--- src/rtl/iobuf_turnaround_ctrl.sv ---
// ---------------------------------------------------------------------------
// iobuf_turnaround_ctrl : half-duplex tristate bus sequencer with turnaround gaps
// Rev 1.0
// ---------------------------------------------------------------------------
`default_nettype none

module iobuf_turnaround_ctrl #(
  parameter int WIDTH         = 8,
  parameter int TURN_CYCLES   = 2,
  parameter int DRIVE_CYCLES  = 3,
  parameter int SETTLE_CYCLES = 2
) (
  input  logic             clk,
  input  logic             reset,
  input  logic             wr_req,
  input  logic [WIDTH-1:0] wr_data,
  output logic             wr_ack,
  input  logic             rd_req,
  output logic [WIDTH-1:0] rd_data,
  output logic             rd_valid,
  output logic             busy,
  output logic [WIDTH-1:0] pad_i,
  output logic [WIDTH-1:0] pad_t,
  input  logic [WIDTH-1:0] pad_o
);

  typedef enum logic [2:0] {
    IDLE    = 3'd0,
    TURN_ON = 3'd1,
    DRIVE   = 3'd2,
    RELEASE = 3'd3,
    SAMPLE  = 3'd4
  } state_t;

  localparam logic [7:0] TURN_LOAD   = 8'(TURN_CYCLES - 1);
  localparam logic [7:0] DRIVE_LOAD  = 8'(DRIVE_CYCLES - 1);
  localparam logic [7:0] SETTLE_LOAD = 8'(SETTLE_CYCLES - 1);

  state_t     state;
  logic [7:0] cnt;
  logic       read_first;
  logic       released;
  logic       grant_wr;
  logic       grant_rd;

  // On contention the side that was not granted last time wins.
  assign grant_wr = wr_req && (!rd_req || !read_first);
  assign grant_rd = rd_req && (!wr_req ||  read_first);

  assign pad_t = {WIDTH{released}};

  always_ff @(posedge clk or posedge reset) begin
    if (reset) begin
      state      <= IDLE;
      cnt        <= 8'd0;
      read_first <= 1'b0;
      released   <= 1'b1;
      pad_i      <= '0;
      rd_data    <= '0;
      wr_ack     <= 1'b0;
      rd_valid   <= 1'b0;
      busy       <= 1'b0;
    end else begin
      wr_ack   <= 1'b0;
      rd_valid <= 1'b0;
      case (state)
        IDLE: begin
          if (grant_wr) begin
            pad_i      <= wr_data;
            cnt        <= TURN_LOAD;
            read_first <= 1'b1;
            busy       <= 1'b1;
            state      <= TURN_ON;
          end else if (grant_rd) begin
            cnt        <= SETTLE_LOAD;
            read_first <= 1'b0;
            busy       <= 1'b1;
            state      <= SAMPLE;
          end
        end
        TURN_ON: begin
          if (cnt == 8'd0) begin
            released <= 1'b0;
            cnt      <= DRIVE_LOAD;
            state    <= DRIVE;
          end else begin
            cnt <= cnt - 8'd1;
          end
        end
        DRIVE: begin
          if (cnt == 8'd0) begin
            released <= 1'b1;
            wr_ack   <= 1'b1;
            cnt      <= TURN_LOAD;
            state    <= RELEASE;
          end else begin
            cnt <= cnt - 8'd1;
          end
        end
        RELEASE: begin
          if (cnt == 8'd0) begin
            busy  <= 1'b0;
            state <= IDLE;
          end else begin
            cnt <= cnt - 8'd1;
          end
        end
        SAMPLE: begin
          if (cnt == 8'd0) begin
            rd_data  <= pad_o;
            rd_valid <= 1'b1;
            busy     <= 1'b0;
            state    <= IDLE;
          end else begin
            cnt <= cnt - 8'd1;
          end
        end
        default: begin
          released <= 1'b1;
          busy     <= 1'b0;
          state    <= IDLE;
        end
      endcase
    end
  end

endmodule

`default_nettype wire

--- config.mk ---
export PLATFORM = sky130hd
export DESIGN_NAME = iobuf_turnaround_ctrl
export DESIGN_NICKNAME = d
export VERILOG_FILES = /design/src/rtl/iobuf_turnaround_ctrl.sv
export SDC_FILE = /design/constraint.sdc
export NUM_CORES = 1
export LEC_CHECK = 0
export CAP_MARGIN = 20
export CORE_MARGIN = 2
export CORE_UTILIZATION = 40
export DETAILED_ROUTE_END_ITERATION = 10
export PLACE_DENSITY_LB_ADDON = 0.15
export REMOVE_ABC_BUFFERS = 1
export SYNTH_ARGS = -nofsm -noshare
export SYNTH_HDL_FRONTEND = slang
export SYNTH_SLANG_ARGS = --single-unit
--- constraint.sdc ---
create_clock -name clk -period 6.3 [get_ports clk]
set_clock_uncertainty 0.05 [all_clocks]
set_input_delay 1.26 -clock clk [delete_from_list [all_inputs] [get_ports clk]]
set_output_delay 1.26 -clock clk [all_outputs]
set_load 0.05 [all_outputs]
[Yosys cells after proc, flatten, opt, wreduce, memory -nomap -nowiden]
Cells that the tools add are included.
Cells by class
  add/subtract/negate cells: 1
  multipliers: 0
  div/mod/pow operators: 0
  $lt $le $gt $ge: 0
  eq/ne operators: 9
  shift-type cells: 0
  multiplexer cells: 23
  bitwise operators: 2
  reductions and logical operators: 21
Operator list (count)
  8-bit two-way mux: 5
  8-bit case mux with 4 select lines: 1
  3-bit two-way mux: 5
  3-bit case mux with 4 select lines: 1
  1-bit two-way mux: 9
  3-bit AND reduction: 3
  8-bit zero test: 1
  8-bit by 1-bit subtractor with 8-bit output (second input constant): 1
  3-bit by 2-bit equality test with 1-bit output (second input constant): 2
  2-bit inequality test (second input constant): 3
  1-bit case mux with 3 select lines: 2
  2-bit AND reduction: 3
  4-bit AND reduction: 1
  4-bit nonzero test: 1
  2-bit OR reduction: 2
  3-bit by 1-bit equality test with 1-bit output (second input constant): 1
  3-bit equality test (second input constant): 1
  1-bit zero test: 3
  3-bit zero test: 1
  3-bit inequality test (second input constant): 1
  3-bit OR reduction: 1
  1-bit logical AND: 2
  1-bit logical OR: 2
  2-bit by 1-bit inequality test with 1-bit output (second input constant): 1
  2 further kinds: 3
Word-level totals
  flip-flop bits (word level): 32
  bits in latches: 0
  RAM bits: 0
  bits in read-only memories: 0
  input bits: 20
  output and inout bits: 27
  logic and storage cells: 65
  memories kept: 0

[Logic depth before layout (Yosys ltp)]
  depth in word-level cells: 6
  mapped depth: 8
  mapped depth without buffers: 7

[Worst setup path before layout]
OpenSTA, ideal clock, no wires.
  path kind: input -> register
  start: input port rd_req
  end: register cnt[4]
  library setup time: 0.078 ns
  arrival time: 2.253 ns
  data required time: 6.172 ns
  slack: 3.919 ns
  stages on the path: 5
  buffers on the path: 1
  path through: nor2_1 a221o_2 buf_6 or3_1 a21oi_1
On the way
  word-level cells in the longest chain between the ends: 5
  elaborated cells between the ends (all ways): 8
  those cells by class: eq/ne: 1; mux: 2; reduce/logical: 5
Ends and longest elaborated chain
  start, declared: RTL line 18  | input logic rd_req,
  1-bit zero test: RTL line 47  | assign grant_wr = wr_req && (!rd_req || !read_first);
  1-bit logical OR: RTL line 47
  1-bit logical AND: RTL line 47
  8-bit two-way mux or 3-bit inequality test (tied branches)
  8-bit case mux with 4 select lines or 3-bit AND reduction (tied branches)
  end signal, assigned: RTL line 87  | cnt <= cnt - 8'd1;
  end signal, assigned: RTL line 97  | cnt <= cnt - 8'd1;
  end signal, assigned: RTL line 105  | cnt <= cnt - 8'd1;
  end, declared: RTL line 40  | logic [7:0] cnt;
Several ways; a longest one is shown, not always the timed one.
A chain may end at the register's enable or synchronous reset.

[Worst setup path in the final report]
  start: register released
  end: output port pad_t[1]
RTL lines
  start, declared: RTL line 42  | logic released;
  start signal, assigned: RTL line 57  | released <= 1'b1;
  start signal, assigned: RTL line 83  | released <= 1'b0;
  start signal, assigned: RTL line 92  | released <= 1'b1;
  end, declared: RTL line 23  | output logic [WIDTH-1:0] pad_t,
No word-level cell between the ends.

==> run metrics <==
post-synthesis instance total=149; hpwl dp=2536 um; min Tclk post-route=3.056 ns; Internal=0.0007071 W; Worst Tran Pin Value=0.5708 ns; CP max stage delay=0.84 ns; GP Congestion=0.8311; buffers and inverters on the worst path=1; Vias per Instance=5.397; Max Cap Violations=0; Comb power frac=56.3%; Sequential Power Share=29.2%; P_sw=0.0006668 W; initial core utilization=40.99%; Yosys cell types=42; # hold bufs at CTS=0; layout cell share with drive strength beyond 1=16.93%; vias in the first global route=1275; crit path cell chain=clkdlybuf4s50_1; core area=3971 um2; I/O Pins=47; DRC errors left=0; Overall Power=0.001374 W; final hold viol count=0; DIE AREA=4595 um2; worst skew pair latency=0.29 ns; H-tree levels=2; Leakage=0.8831 nW; EDFF count, synth=0; status=complete, no violations; PostCTS Resize Cnt=0; worst-path maximum fanout=10; post-CTS setup buffer count=0; CTS buffer count=5; Fillers=346; total routed wirelength=3620 um; die span in x=67.79 um; Tot GR Track Use=17.91%; Syn Area/Cell=10.92 um2; FF/Latch Area=802.0 um2; Critical Path RT=4.99 ns; Mapped Area=1628 um2; unrepaired setup endpoints after global routing=false; Worst-path clk slew=0.07 ns; routed via count=1290; crit path DAT=1.75 ns; area occupied by multi-input gates=709.4 um2; Slew headroom=61.63%; port buffer count=46; Peak VDD IR=0.3358 mV; gr ovfl total=0; DRT Pass-1 Iters=4; Switching Fraction=48.53%; CTS Sinks=32; Die Ht=67.79 um; number of buffers on the longest clock path=2; fin nets=210; Seq cells post-synth=32; Critical Path End Type=output port; Final TNS setup=0 ns; Clock power frac=14.4%; count of final setup violators=0; Fmax=327.2 MHz; CTS tree=yes; standard-cell row count=23; largest net degree at the start of global routing=33; sequential-to-total area share from yosys stat=49.27%; reg2reg setup slack=3.73 ns; fin crit share=48.51%; Synth async-reset ratio=100.0%; nature of the critical path startpoint=flop; detailed router's first-iteration violation count=113; Avg WL per Cell=15.15 um; CP max-delay cell=clkdlybuf4s50_1; Syn-to-layout area delta=33.67%; PwrDens=631.4 nW/um2; Layout Utilization=54.79%; Hold WC Path Type=reg -> reg; first-pass GRT wire length=6023 um; post-route ant nets=0; initial antenna violation count=0; n_diodes=0; Worst Hold Slack=0.4371 ns; Root Buffer=clkbuf_8; Yosys warnings=0; crit path kind=reg -> out; Worst path top cell family by delay=buffers and inverters; max-slew violation count=0; ys flop type=dfrtp_1
[worst paths after layout]
kind                                        start                     end  depth (start not counted)
setup / recovery             released$_DFFE_PP1P_                pad_t[1]                          1
setup reg to reg               cnt[0]$_DFFE_PP0P_      cnt[5]$_DFFE_PP0P_                          7
hold reg to reg            read_first$_DFFE_PP0P_  read_first$_DFFE_PP0P_                          1
max in group asynchronous                   reset    released$_DFFE_PP1P_                          3
min in group asynchronous                   reset      cnt[5]$_DFFE_PP0P_                          3
hold / removal             read_first$_DFFE_PP0P_  read_first$_DFFE_PP0P_                          1
[metal layers]
| metal | global-route usage (%) | wire length (um) | vias up | part of all wire, % |
|---|---|---|---|---|
| met2 | 27.08 | 1693 | 36 | 47 |
| met1 | 22.20 | 1632 | 628 | 45 |
| li1 | - | - | 618 | - |
| met3 | 6.833 | 212 | 8 | 5.9 |
| met4 | 9.250 | 81 | 0 | 2.2 |
| met5 | 0 | 0 | - | 0 |
[cell type report]
type	instances	share of cell area [%]
clock inverters	3	1.955
multi-input cells	96	32.60
well taps	50	2.875
repair buffers	47	21.51
flip-flops and latches	32	36.86
inverters	6	1.035
clock buffers	5	3.163
[metrics by stage]
step | area, um2 | instances | setup WS [ns]
global route | 2176 | 239 | 3.194
finish | 2176 | 239 | 3.244
floorplan | 1534 | 134 | 3.154
detailed placement | 2064 | 231 | 3.209
CTS | 2176 | 239 | 3.223
global placement | 2064 | 231 | 3.257
[synth_stat cells, types with 2 or more instances]
cell      number  area (um2)
inv_1          6       22.52
dfrtp_1       31       775.7
nand3_1        3       15.01
a31oi_1        2       12.51
buf_4          8       60.06
o41ai_1        2       17.52
o22a_1         2       17.52
clkbuf_1       6       22.52
mux2_2        16       180.2
nand2_1        3       11.26
a21oi_1       12       60.06
or3_1          6       37.54
nor3_1         3       15.01
ha_1           2       25.02
o21ai_1        4       20.02
nor2b_1        2       12.51
or4b_1         2       20.02
o21ai_0        5       25.02
or4_1          2       15.01
nor2_1         8       30.03
nand2b_1       3       18.77
[registers in the layout (all words and copies together), names as in the netlist]
signal / flops
busy: 1
cnt: 8
pad_i: 8
rd_data: 8
rd_valid: 1
read_first: 1
released: 1
state: 3
wr_ack: 1
[power by group through the flow]
stage | Combinational (W) | Sequential, W | Clock, W
3_3_place_gp | 0.000760 | 0.000393 | 0
6_report | 0.000774 | 0.000402 | 0.000198
2_1_floorplan | 0.000256 | 0.000668 | 0
3_5_place_dp | 0.000773 | 0.000404 | 0
5_1_grt | 0.000819 | 0.000418 | 0.000212
4_1_cts | 0.000777 | 0.000400 | 0.000203
[cells in the final DEF, fill, tap and decap left out, types with 2 or more instances in the layout]
cell,count
a21oi_1,12
a31oi_1,2
clkbuf_8,5
clkdlybuf4s50_1,46
dfrtp_1,31
ha_1,2
inv_1,6
mux2_2,16
nand2_1,3
nand2b_1,3
nand3_1,3
nor2_1,8
nor2b_1,2
nor3_1,3
o21ai_0,5
o21ai_1,4
o22a_1,2
o41ai_1,2
or3_1,6
or4_1,2
or4b_1,2
[cell families (layout without fill, tap and decap cells)]
family | count (synthesis) | in the layout | synth area share [%]
AND/OR/NAND/NOR | 40 | 40 | 14.91
AO/OA/AOI/OAI | 36 | 36 | 14.84
flip-flops | 32 | 32 | 49.27
buffers and inverters | 21 | 61 | 7.148
multiplexers | 17 | 17 | 11.76
adder cells (fa/ha/maj) | 2 | 2 | 1.537
XOR/XNOR | 1 | 1 | 0.5381
Note: power is estimated with default switching activity, not from simulation.
==> patch: new RTL, config.mk and constraints unchanged <==
Encoding of `state_t`: now one-hot (5 bits for 5 states).
--- a/src/rtl/iobuf_turnaround_ctrl.sv
+++ b/src/rtl/iobuf_turnaround_ctrl.sv
@@ -25,10 +25,10 @@
 );
 
-  typedef enum logic [2:0] {
-    IDLE    = 3'd0,
-    TURN_ON = 3'd1,
-    DRIVE   = 3'd2,
-    RELEASE = 3'd3,
-    SAMPLE  = 3'd4
+  typedef enum logic [4:0] {
+    IDLE    = 5'b00001,
+    TURN_ON = 5'b00010,
+    DRIVE   = 5'b00100,
+    RELEASE = 5'b01000,
+    SAMPLE  = 5'b10000
   } state_t;
 
Check against the original RTL: no difference found for any inputs over 10 cycles, from zero or initial values and one cycle with reset high; not proved beyond that.
==> patch against the unedited design <==
  * Sequential cell count up 2
  * Die area up 5.5%
  * Register-to-register slack worse by 260 ps
  * Synthesized cell count up 2.7%
  * Area after synthesis up 5.8%
  * Design area up 2.8%
  * Wire length down 1.9%
  * Hold slack better by 8.8 ps
  * Via count down 1.9%
  * Setup slack better by 52 ps
  * First-iteration DRC count down 65%
  * Power down 2.9%
  * Critical path type unchanged
  * Sequential power down 4%
==> patch: results (changes against the unedited design) <==
Outcome
Outcome: finished clean (unchanged).

Critical path
The timing endpoint of the critical path is pad_t[4] (was pad_t[1]). The maximum fanout count along the critical path is 9 (was 10). The worst setup slack for register-to-register paths was 3470 ps (was 3730 ps). The end of the worst register-to-register path is cnt[3]$_DFFE_PP0P_ (was cnt[5]$_DFFE_PP0P_).

Drt
The mean routed wirelength per cell is 14.68 um (was 15.15 um).

Cells and area
The sequential share of cell area is 0.3814 (was 0.3686). The layout cell share with drive strength beyond 1 is 0.1667 (was 0.1693). The number of fill cells in the layout was 351 (was 346). The inverter count was 7 (was 6). The portion of the layout cell area used by clock cells came to 0.04083 (was 0.05118).

The multi-input gate area in the final layout is 735.7 um^2 (was 709.4 um^2). The number of clock buffers in the layout came to 7 (was 5).

Global routing
The global router's overall resource usage is 0.1604 (was 0.1791). The via count of the first global-routing pass is 1327 (was 1275). The largest net degree at the start of global routing is 35 (was 33).

Hold path
The start point of the worst hold path is busy$_DFFE_PP0P_ (was read_first$_DFFE_PP0P_). The terminating pin of the worst hold path is busy$_DFFE_PP0P_ (was read_first$_DFFE_PP0P_).

Placement
The detailed placement HPWL is 2625 um (was 2536 um). The global placement routability congestion is 0.8162 (was 0.8311).

Pwr
The worst vdd rail ir drop is 0.3474 mV (was 0.3358 mV). The sequential power is 387 uW (was 402 uW). The switching power is 636.5 uW (was 666.8 uW).

The leakage power total came to 0.9639 nW (was 0.8831 nW).

Logic synthesis
Synth area leaders: dfrtp_1, mux2_4, mux2_2 (was dfrtp_1, mux2_2, a21oi_1). Commonest cells in the synthesized netlist: dfrtp_1, nor2_1, buf_4, mux2_2, mux2_4 (was dfrtp_1, mux2_2, a21oi_1, buf_4, nor2_1).

CTS
The clock net sink count is 34 (was 32).

Timing
The slew at the pin closest to its max-slew limit was 781.2 ps (was 570.8 ps).
## patch: layer usage
metal | part of all wire | GRT usage
met1 | 0.46 | 0.2085
met2 | 0.50 | 0.2682
met5 | 0 | 0
met4 | 0.0048 | 0.04487
met3 | 0.035 | 0.03779
## patch: per-stage QoR
stage | hold WS, ps | cells | setup slack [ps] | power, mW
after floorplan | 413.4 | 137 | 3162 | 0.9336
after global placement | 433.1 | 234 | 3454 | 1.162
after detailed placement | 438.5 | 234 | 3397 | 1.177
after CTS | 455.1 | 242 | 3271 | 1.346
after global routing | 477.0 | 242 | 3212 | 1.416
final | 445.9 | 242 | 3296 | 1.333
## patch: cell families (layout without fill, tap and decap cells)
kind of cell | Yosys count | count (layout) | synth area share
and+or+nand+nor | 44 | 44 | 0.1402
AOI/OAI and AO/OA | 30 | 30 | 0.1307
muxes | 18 | 18 | 0.1336
DFF | 34 | 34 | 0.4953
xor gates and xnor gates | 3 | 3 | 0.01525
buffers and inverters | 23 | 62 | 0.07771
adders and majority gates | 1 | 1 | 0.007261
